===== src/rtl/ysyx_23060221_pkg.sv =====
// Shared definitions for the write-back stage: wbsel encodings, FSM state type,
// data width and a register-range helper.
package ysyx_23060221_pkg;

  localparam int unsigned XLEN = 32;

  localparam logic [1:0] WB_ALU = 2'b00;
  localparam logic [1:0] WB_MEM = 2'b01;
  localparam logic [1:0] WB_PC4 = 2'b10;
  localparam logic [1:0] WB_CSR = 2'b11;

  typedef enum logic {
    IDLE,
    COMMIT
  } wbu_state_t;

  // True when a 5-bit register index exists in a file of nr_regs entries.
  function automatic logic reg_in_range(input logic [4:0] addr, input int unsigned nr_regs);
    return 32'(addr) < nr_regs;
  endfunction

endpackage


===== src/rtl/ysyx_23060221_gpr.sv =====
// Architectural GPR file: one write port, two combinational read ports.
// x0 and indices >= NR_REGS read as zero and ignore writes.
// Optional macro WBU_RD_BYPASS_EN forwards the in-flight write data to the read ports.
module ysyx_23060221_gpr
  import ysyx_23060221_pkg::*;
#(
  parameter int unsigned NR_REGS = 32,
  parameter int unsigned XLEN    = 32
) (
  input  logic            clk,
  input  logic            rst,
  input  logic            wen,
  input  logic [4:0]      waddr,
  input  logic [XLEN-1:0] wdata,
  input  logic [4:0]      raddr1,
  input  logic [4:0]      raddr2,
  output logic [XLEN-1:0] rdata1,
  output logic [XLEN-1:0] rdata2
);

  localparam int unsigned AW = (NR_REGS > 1) ? $clog2(NR_REGS) : 1;

  logic [XLEN-1:0] regs_q [NR_REGS];
  logic            wen_ok;

  assign wen_ok = wen && (waddr != 5'd0) && reg_in_range(waddr, NR_REGS);

  // Register array: cleared on reset, single write per cycle.
  always_ff @(posedge clk or negedge rst) begin
    if (!rst) begin
      for (int i = 0; i < int'(NR_REGS); i++) begin
        regs_q[i] <= '0;
      end
    end else if (wen_ok) begin
      regs_q[waddr[AW-1:0]] <= wdata;
    end
  end

  // Read ports with zero for x0 and out-of-range indices.
  always_comb begin
    rdata1 = '0;
    rdata2 = '0;
    if ((raddr1 != 5'd0) && reg_in_range(raddr1, NR_REGS)) begin
      rdata1 = regs_q[raddr1[AW-1:0]];
    end
    if ((raddr2 != 5'd0) && reg_in_range(raddr2, NR_REGS)) begin
      rdata2 = regs_q[raddr2[AW-1:0]];
    end
`ifdef WBU_RD_BYPASS_EN
    // wen_ok already excludes x0 and out-of-range targets.
    if (wen_ok && (waddr == raddr1)) begin
      rdata1 = wdata;
    end
    if (wen_ok && (waddr == raddr2)) begin
      rdata2 = wdata;
    end
`endif
  end

endmodule


===== src/rtl/ysyx_23060221_wbu.sv =====
// Write-back unit: accepts a completed instruction from the LSU, selects the
// write-back value, commits it to the GPR file on the IFU handshake and counts
// retired instructions. Optional macro WBU_RD_BYPASS_EN enables GPR read bypass.
module ysyx_23060221_wbu
  import ysyx_23060221_pkg::*;
#(
  parameter int unsigned NR_REGS = 32,
  parameter int unsigned XLEN    = 32
) (
  input  logic            clk,
  input  logic            rst,
  input  logic            LSU_valid,
  output logic            WBU_ready,
  input  logic [XLEN-1:0] lsu_data,
  input  logic [XLEN-1:0] res,
  input  logic [XLEN-1:0] csr_rdata,
  input  logic [XLEN-1:0] pc,
  input  logic [4:0]      rd,
  input  logic            regwr,
  input  logic [1:0]      wbsel,
  output logic            WBU_valid,
  input  logic            IFU_ready,
  output logic [XLEN-1:0] commit_pc,
  input  logic [4:0]      rs1_addr,
  input  logic [4:0]      rs2_addr,
  output logic [XLEN-1:0] rs1_data,
  output logic [XLEN-1:0] rs2_data,
  output logic [63:0]     instret
);

  wbu_state_t      state_q, state_d;
  logic [XLEN-1:0] wb_q, pc_q, wb_d;
  logic [4:0]      rd_q;
  logic            regwr_q;
  logic [63:0]     instret_q;
  logic            accept, commit;

  // Handshake decode and write-back value select.
  always_comb begin
    WBU_ready = (state_q == IDLE);
    WBU_valid = (state_q == COMMIT);
    accept    = WBU_ready && LSU_valid;
    commit    = WBU_valid && IFU_ready;
    wb_d      = res;
    unique case (wbsel)
      WB_ALU: wb_d = res;
      WB_MEM: wb_d = lsu_data;
      WB_PC4: wb_d = pc + XLEN'(4);
      WB_CSR: wb_d = csr_rdata;
    endcase
  end

  // Next-state logic.
  always_comb begin
    state_d = state_q;
    unique case (state_q)
      IDLE:   if (accept) state_d = COMMIT;
      COMMIT: if (commit) state_d = IDLE;
    endcase
  end

  // FSM state register.
  always_ff @(posedge clk or negedge rst) begin
    if (!rst) begin
      state_q <= IDLE;
    end else begin
      state_q <= state_d;
    end
  end

  // Holding registers loaded on accept.
  always_ff @(posedge clk or negedge rst) begin
    if (!rst) begin
      wb_q    <= '0;
      pc_q    <= '0;
      rd_q    <= '0;
      regwr_q <= 1'b0;
    end else if (accept) begin
      wb_q    <= wb_d;
      pc_q    <= pc;
      rd_q    <= rd;
      regwr_q <= regwr;
    end
  end

  // Retired-instruction counter, counts every commit handshake.
  always_ff @(posedge clk or negedge rst) begin
    if (!rst) begin
      instret_q <= '0;
    end else if (commit) begin
      instret_q <= instret_q + 64'd1;
    end
  end

  assign commit_pc = pc_q;
  assign instret   = instret_q;

  ysyx_23060221_gpr #(
    .NR_REGS (NR_REGS),
    .XLEN    (XLEN)
  ) u_gpr (
    .clk    (clk),
    .rst    (rst),
    .wen    (commit && regwr_q),
    .waddr  (rd_q),
    .wdata  (wb_q),
    .raddr1 (rs1_addr),
    .raddr2 (rs2_addr),
    .rdata1 (rs1_data),
    .rdata2 (rs2_data)
  );

endmodule


===== config.mk =====
export PLATFORM = sky130hd
export DESIGN_NAME = ysyx_23060221_wbu
export DESIGN_NICKNAME = d
export VERILOG_FILES = /design/src/rtl/ysyx_23060221_pkg.sv /design/src/rtl/ysyx_23060221_gpr.sv /design/src/rtl/ysyx_23060221_wbu.sv
export SDC_FILE = /design/constraint.sdc
export NUM_CORES = 2
export LEC_CHECK = 0
export ABC_AREA = 1
export CELL_PAD_IN_SITES_DETAIL_PLACEMENT = 1
export CELL_PAD_IN_SITES_GLOBAL_PLACEMENT = 2
export CORE_MARGIN = 3
export CORE_UTILIZATION = 37
export CTS_BUF_LIST = sky130_fd_sc_hd__clkbuf_16
export DETAILED_ROUTE_END_ITERATION = 10
export DONT_BUFFER_PORTS = 1
export PLACE_DENSITY = 0.86
export SYNTH_ARGS = -nofsm -noshare
export SYNTH_HDL_FRONTEND = slang
export SYNTH_HIERARCHICAL = 1
export SYNTH_SLANG_ARGS = --single-unit

===== constraint.sdc =====
create_clock -name clk -period 2.87 [get_ports clk]
set_clock_uncertainty 0.2 [all_clocks]
set_input_delay 0.574 -clock clk [delete_from_list [all_inputs] [get_ports clk]]
set_output_delay 0.574 -clock clk [all_outputs]
set_load 0.03 [all_outputs]

## Yosys cells after proc, flatten, opt, wreduce, memory -nomap -nowiden

Cells that the tools add are included.
W data, S select, Z words.

- Add/sub/neg operators: 2
- $lt $le $gt $ge: 4
- Equal/unequal tests: 3
- Mux-type cells: 15
- Bitwise gates (word level): 4
- Reductions and logical operators: 9

Operator list:

| kind | number |
|---|---|
| $bwmux W1024 | 1 |
| $bmux W32 S5 | 2 |
| $mux W32 | 7 |
| $demux W32 S5 | 1 |
| $pmux W32 S4 | 1 |
| $add A64 B1 Y64 const B | 1 |
| $add A32 B3 Y32 const B | 1 |
| $ge A6 B6 Y1 const B | 3 |
| $not A5 Y6 | 3 |
| $reduce_bool A5 Y1 | 3 |
| $lt A6 B1 Y1 const B | 1 |
| $logic_and A1 B1 Y1 | 5 |
| $eq A2 B2 Y1 const B | 2 |
| $eq A2 B1 Y1 const B | 1 |
| $logic_not A2 Y1 | 1 |
| $mux W1 | 2 |
| $pmux W1 S2 | 1 |
| $not A1 Y1 | 1 |

- Flip-flop bits (word level): 1159
- Output and inout bits: 162
- Logic and storage cells: 75

## Depth between registers and ports, before layout

- Depth in word-level cells: 6
- Mapped depth: 13
- Depth with buffers taken out: 11

## Hierarchy

The synthesis kept the hierarchy.

By module, submodules not included:

| module | instances | cells each | area an instance (um2) | seq. area each (um2) |
|---|---|---|---|---|
| ysyx_23060221_gpr | 1 | 8327 | 57004.7 | 25624.6 |
| ysyx_23060221_wbu | 1 | 1206 | 8210.4 | 3378.2 |

## Least setup slack after synthesis

No wires, ideal clock.

- Path type: input port to output port
- Start: in rs2_addr[0]
- End: out rs2_data[21]
- Data arrival time: 2.207 ns
- Data required time: 2.096 ns
- Slack: -0.111 ns
- Stages on the path: 13
- Path buffers: 4
- Path through: buf_2 -> inv_1 -> buf_2 -> buf_2 -> clkbuf_1 -> nand2_1 -> nand3_1 -> nand3_1 -> nand2_1 -> nand2_1 -> nand3_1 -> nand2_1 -> nor2_1

- Word-level cells in the longest chain between the ends: 5
- Elaborated cells between the ends (all ways): 6
- Those cells by class: mux (4); bitwise (1); reduce/logical (1)

Ends and longest elaborated chain:

| element | line | source |
|---|---|---|
| start, declared | ysyx_23060221_wbu.sv:25 | `input logic [4:0] rs2_addr,` |
| $not A5 Y6 (not written as such) | ysyx_23060221_gpr.sv:47 | `rdata2 = regs_q[raddr2[AW-1:0]];` |
| $bmux W32 S5 | ysyx_23060221_gpr.sv:47 |  |
| $mux W32 (not written as such) (2 in a row) | ysyx_23060221_gpr.sv:47 |  |
| $mux W32 (*) | ysyx_23060221_gpr.sv:46 | `if ((raddr2 != 5'd0) && reg_in_range(raddr2, NR_REGS)) begin` |
| end, declared | ysyx_23060221_wbu.sv:27 | `output logic [XLEN-1:0] rs2_data,` |

Every way passes the cells marked *; elsewhere a longest branch is shown, timed or not. The select of a mux whose other input is x is not followed.

## Worst setup path after layout

- Start: in rs2_addr[0]
- End: out rs2_data[25]

The elaborated chain is that of the path after synthesis.

==> impl_metrics.xml <==
<?xml version="1.0" encoding="UTF-8"?>
<metrics>
  <group name="die">
    <metric name="die-height" unit="µm">426</metric>
    <metric name="design.die.area" unit="mm²">0.181</metric>
    <metric name="core-area" unit="mm²">0.175</metric>
    <metric name="io_pins" unit="">312</metric>
    <metric name="chipWidth" unit="µm">426</metric>
    <metric name="rows" unit="">153</metric>
    <metric name="starting_utilization_of_the_core_area" unit="">0.374</metric>
  </group>
  <group name="timing">
    <metric name="setup_violations" unit="">122</metric>
    <metric name="final.min_clock_period" unit="ns">3.77</metric>
    <metric name="timing.final.hold_violations" unit="">102</metric>
    <metric name="worst_hold_slack" unit="ns">-0.715</metric>
    <metric name="final_max_slew_viol_count" unit="">137</metric>
    <metric name="final.setup.worst_slack" unit="ns">-0.901</metric>
    <metric name="max_freq" unit="MHz">265</metric>
    <metric name="final.period_utilization" unit="">1.31</metric>
    <metric name="worst_slew_pin_slew" unit="ns">1.60</metric>
    <metric name="slew_headroom" unit="">-0.0659</metric>
    <metric name="rsz0062_at_grt" unit="">yes</metric>
    <metric name="setup_tns_after_final_layout" unit="ns">-49.78</metric>
  </group>
  <group name="grt">
    <metric name="globalRoute.totalOverflow" unit="">0</metric>
    <metric name="initial_antenna_violation_count" unit="">6</metric>
    <metric name="grt_max_degree" unit="">559</metric>
    <metric name="globalRouteTotalUtil" unit="">0.320</metric>
    <metric name="first_global_vias" unit="">70860</metric>
    <metric name="grt_first_pass_wirelength" unit="µm">446000</metric>
  </group>
  <group name="placed_design">
    <metric name="gp_congestion" unit="">0.881</metric>
    <metric name="dpl-instance-area" unit="mm²">0.0705</metric>
    <metric name="place_worst_setup_slack" unit="ns">-0.607</metric>
    <metric name="io_buffer_count" unit="">0</metric>
    <metric name="post-dp-hpwl" unit="µm">165000</metric>
  </group>
  <group name="clocking">
    <metric name="clock_latency" unit="ns">0.79</metric>
    <metric name="clk_pin_slew" unit="ns">0.05</metric>
    <metric name="cts_tree" unit="">built</metric>
    <metric name="cts-root-to-sink-buffers" unit="">3</metric>
    <metric name="cts_max_level" unit="">4</metric>
    <metric name="root_buffer" unit="">sky130_fd_sc_hd__clkbuf_16</metric>
    <metric name="numCtsBuffers" unit="">144</metric>
    <metric name="cts_hold_repair.buffers" unit="">102</metric>
    <metric name="clock-sinks" unit="">1159</metric>
  </group>
  <group name="final_layout">
    <metric name="post-route-util" unit="">0.464</metric>
    <metric name="areaGrowthSynthToFinish" unit="%">24.2</metric>
    <metric name="final_nets" unit="">9674</metric>
    <metric name="layout.filler_cells" unit="">21513</metric>
    <metric name="drive_gt1_frac" unit="">0.135</metric>
    <metric name="final_cell_area" unit="mm²">0.0810</metric>
  </group>
  <group name="drt">
    <metric name="totalWireLength" unit="µm">300000</metric>
    <metric name="length_of_the_first_detailed_routing_pass_in_iterations" unit="">5</metric>
    <metric name="drt_first_iter_violations" unit="">6281</metric>
    <metric name="vias_per_cell" unit="">5.80</metric>
    <metric name="vias" unit="">69381</metric>
    <metric name="wl_per_cell" unit="µm">25.1</metric>
    <metric name="detail_route.drc_violations" unit="">0</metric>
    <metric name="route.antenna.remaining_nets" unit="">0</metric>
  </group>
  <group name="synthesis">
    <metric name="commonest_cells_post_synth" unit="">sky130_fd_sc_hd__nand2_1 (3,447), sky130_fd_sc_hd__nand3_1 (1,427), sky130_fd_sc_hd__dfrtp_1 (1,159)</metric>
    <metric name="synth_area_leaders" unit="">sky130_fd_sc_hd__dfrtp_1 (44%), sky130_fd_sc_hd__nand2_1 (20%), sky130_fd_sc_hd__nand3_1 (11%)</metric>
    <metric name="synthMostInstantiatedCell" unit="">sky130_fd_sc_hd__nand2_1</metric>
    <metric name="syn_area" unit="mm²">0.0652</metric>
    <metric name="synth_largest_area_cell" unit="">sky130_fd_sc_hd__dfrtp_1</metric>
    <metric name="synth-async-reset-ratio" unit="">1.00</metric>
    <metric name="ys_seq_elements" unit="">1159</metric>
    <metric name="ys_warn_count" unit="">6</metric>
    <metric name="synth.distinct_cells" unit="">45</metric>
    <metric name="syn-num-nets" unit="">9685</metric>
    <metric name="ys_dominant_reg_cell" unit="">sky130_fd_sc_hd__dfrtp_1</metric>
    <metric name="synth_enable_flop_cells" unit="">0</metric>
    <metric name="syn_inst" unit="">9533</metric>
    <metric name="synth.top_cell.area_share" unit="">0.445</metric>
    <metric name="synth-seq-area-share" unit="">0.445</metric>
    <metric name="post_synth.cell_area_avg" unit="µm²">6.84</metric>
  </group>
  <group name="run_status">
    <metric name="violations" unit="">hold timing, slew limit, setup timing</metric>
    <metric name="status" unit="">finished, violations left</metric>
  </group>
  <group name="critical_path">
    <metric name="arrival" unit="ns">3.00</metric>
    <metric name="worstSetupStartpointType" unit="">input port</metric>
    <metric name="critical_path_sink_type" unit="">output pin</metric>
    <metric name="r2r_slack" unit="ns">-0.20</metric>
    <metric name="crit_fanout" unit="">555</metric>
    <metric name="cp_data_required_time" unit="ns">2.10</metric>
    <metric name="critical_path_class" unit="">input port to output pin</metric>
  </group>
  <group name="power_and_ir_drop">
    <metric name="vdd_ir_drop_max" unit="V">0.000497</metric>
    <metric name="power.density_cell_area" unit="mW/mm²">663</metric>
    <metric name="p_leak" unit="nW">36.9</metric>
  </group>
  <group name="flow_run">
    <metric name="max_cap_violations" unit="">0</metric>
  </group>
  <group name="worst_hold_path">
    <metric name="min-delay-path-class" unit="">input port to asynchronous set/reset pin</metric>
  </group>
</metrics>
layout make-up:
| type | count | area (µm²) | share of cell area |
|---|---|---|---|
| sequential | 1159 | 29000 | 0.358 |
| clock buffer | 149 | 3730 | 0.0460 |
| inverter | 215 | 903 | 0.0112 |
| timing repair inverter | 1 | 30.0 | 0.000371 |
| timing repair buffer | 626 | 9320 | 0.115 |
| tap | 2325 | 2910 | 0.0359 |
| multi-input combinational | 7375 | 34300 | 0.423 |
| clock inverter | 106 | 800 | 0.00987 |
| antenna | 4 | 10.0 | 0.000124 |
registers in the layout, indices dropped and copies added, names as in the netlist:
register / cells
u_gpr/regs_q: 1024
rd_q: 5
wb_q: 32
commit_pc: 32
regwr_q: 1
WBU_valid: 1
instret: 64
report_power, final:
part / switching, W / internal, W / total [W] / leakage, nW
clock network: 0.00771 / 0.0103 / 0.0180 / 2.34
logic: 0.00778 / 0.00515 / 0.0129 / 18.9
registers: 0.00322 / 0.0196 / 0.0228 / 15.6
total: 0.0187 / 0.0350 / 0.0537 / 36.9
repair_timing:
action / in CTS / in global routing
buffers inserted: 92 / 23
endpoints found under the setup margin: 64 / 387
gates cloned: 35 / 24
hold endpoints to repair: 326 / 102
pin swaps: 172 / 128
resized for setup: 370 / 302
worst paths after layout:
kind,cells after the start,to,from
max,15,rs2_data[25],rs2_addr[0]
min,0,u_gpr/regs_q[1020],rst
max reg2reg,21,u_gpr/regs_q[721],u_gpr/regs_q[721]
min reg2reg,0,u_gpr/regs_q[1015],u_gpr/regs_q[1015]
max in group asynchronous,4,u_gpr/regs_q[99],rst
min in group clk,4,wb_q[31],res[31]
cells by family (layout without fill, tap and decap cells):
logic type / count (synthesis) / in the layout / share of synthesized area
buffers and inverters: 999 / 1097 / 0.0627
XOR/XNOR: 39 / 39 / 0.00535
adder cells (fa/ha/maj): 2 / 2 / 0.000384
AO/OA/AOI/OAI: 1339 / 1339 / 0.106
other: 0 / 4 / 0
flip-flops: 1159 / 1159 / 0.445
AND/OR/NAND/NOR: 5995 / 5995 / 0.381
critical path, cell delays in order:
cell and delay, ns:
sky130_fd_sc_hd__clkinv_16 0.26, sky130_fd_sc_hd__buf_8 0.15, sky130_fd_sc_hd__buf_16 0.17, sky130_fd_sc_hd__buf_12 0.15
sky130_fd_sc_hd__buf_12 0.12, sky130_fd_sc_hd__buf_12 0.13, sky130_fd_sc_hd__nand2_4 0.04, sky130_fd_sc_hd__nand3_2 0.06
sky130_fd_sc_hd__nand3_2 0.12, sky130_fd_sc_hd__nand2_2 0.10, sky130_fd_sc_hd__nand2_2 0.07, sky130_fd_sc_hd__nand2_1 0.07
sky130_fd_sc_hd__nor2_1 0.06, sky130_fd_sc_hd__nor2_2 0.15, sky130_fd_sc_hd__buf_12 0.15
cells in the final DEF (no fill, tap or decap), types with 27 or more instances in the layout:
cell type | netlist | routed
sky130_fd_sc_hd__nand2_1 | 3447 | 3265
sky130_fd_sc_hd__o21ai_0 | 608 | 586
sky130_fd_sc_hd__a21oi_1 | 638 | 633
sky130_fd_sc_hd__buf_16 | 0 | 57
sky130_fd_sc_hd__clkbuf_16 | 0 | 169
sky130_fd_sc_hd__nand3_2 | 7 | 164
sky130_fd_sc_hd__dlygate4sd3_1 | 0 | 102
sky130_fd_sc_hd__inv_1 | 200 | 226
sky130_fd_sc_hd__buf_4 | 36 | 190
sky130_fd_sc_hd__clkinv_1 | 3 | 39
sky130_fd_sc_hd__buf_12 | 0 | 205
sky130_fd_sc_hd__nor2_4 | 17 | 81
sky130_fd_sc_hd__dfrtp_1 | 1159 | 1158
sky130_fd_sc_hd__buf_6 | 3 | 31
sky130_fd_sc_hd__nor2_2 | 12 | 80
sky130_fd_sc_hd__nand2_4 | 4 | 27
sky130_fd_sc_hd__nand2_2 | 11 | 170
sky130_fd_sc_hd__nand3_1 | 1427 | 1260
sky130_fd_sc_hd__nor2_1 | 1015 | 883
sky130_fd_sc_hd__o21ai_1 | 30 | 50
routing by layer:
metal  vias to the layer above  part of all wire  global-route usage
met5                         -                 0                   0
met2                      2840              0.47               0.524
met1                     34966              0.41               0.416
met4                         0             0.043               0.130
li1                      30864                 -                   -
met3                       711             0.078              0.0575
per-stage QoR:
step,instances,total power (W)
6_report,11960,0.0537
5_1_grt,11960,0.0565
4_1_cts,11917,0.0532
3_5_place_dp,11437,0.0341
3_3_place_gp,11437,0.0334
2_1_floorplan,9533,0.0298
No activity file was read; power rests on OpenSTA's default activity.
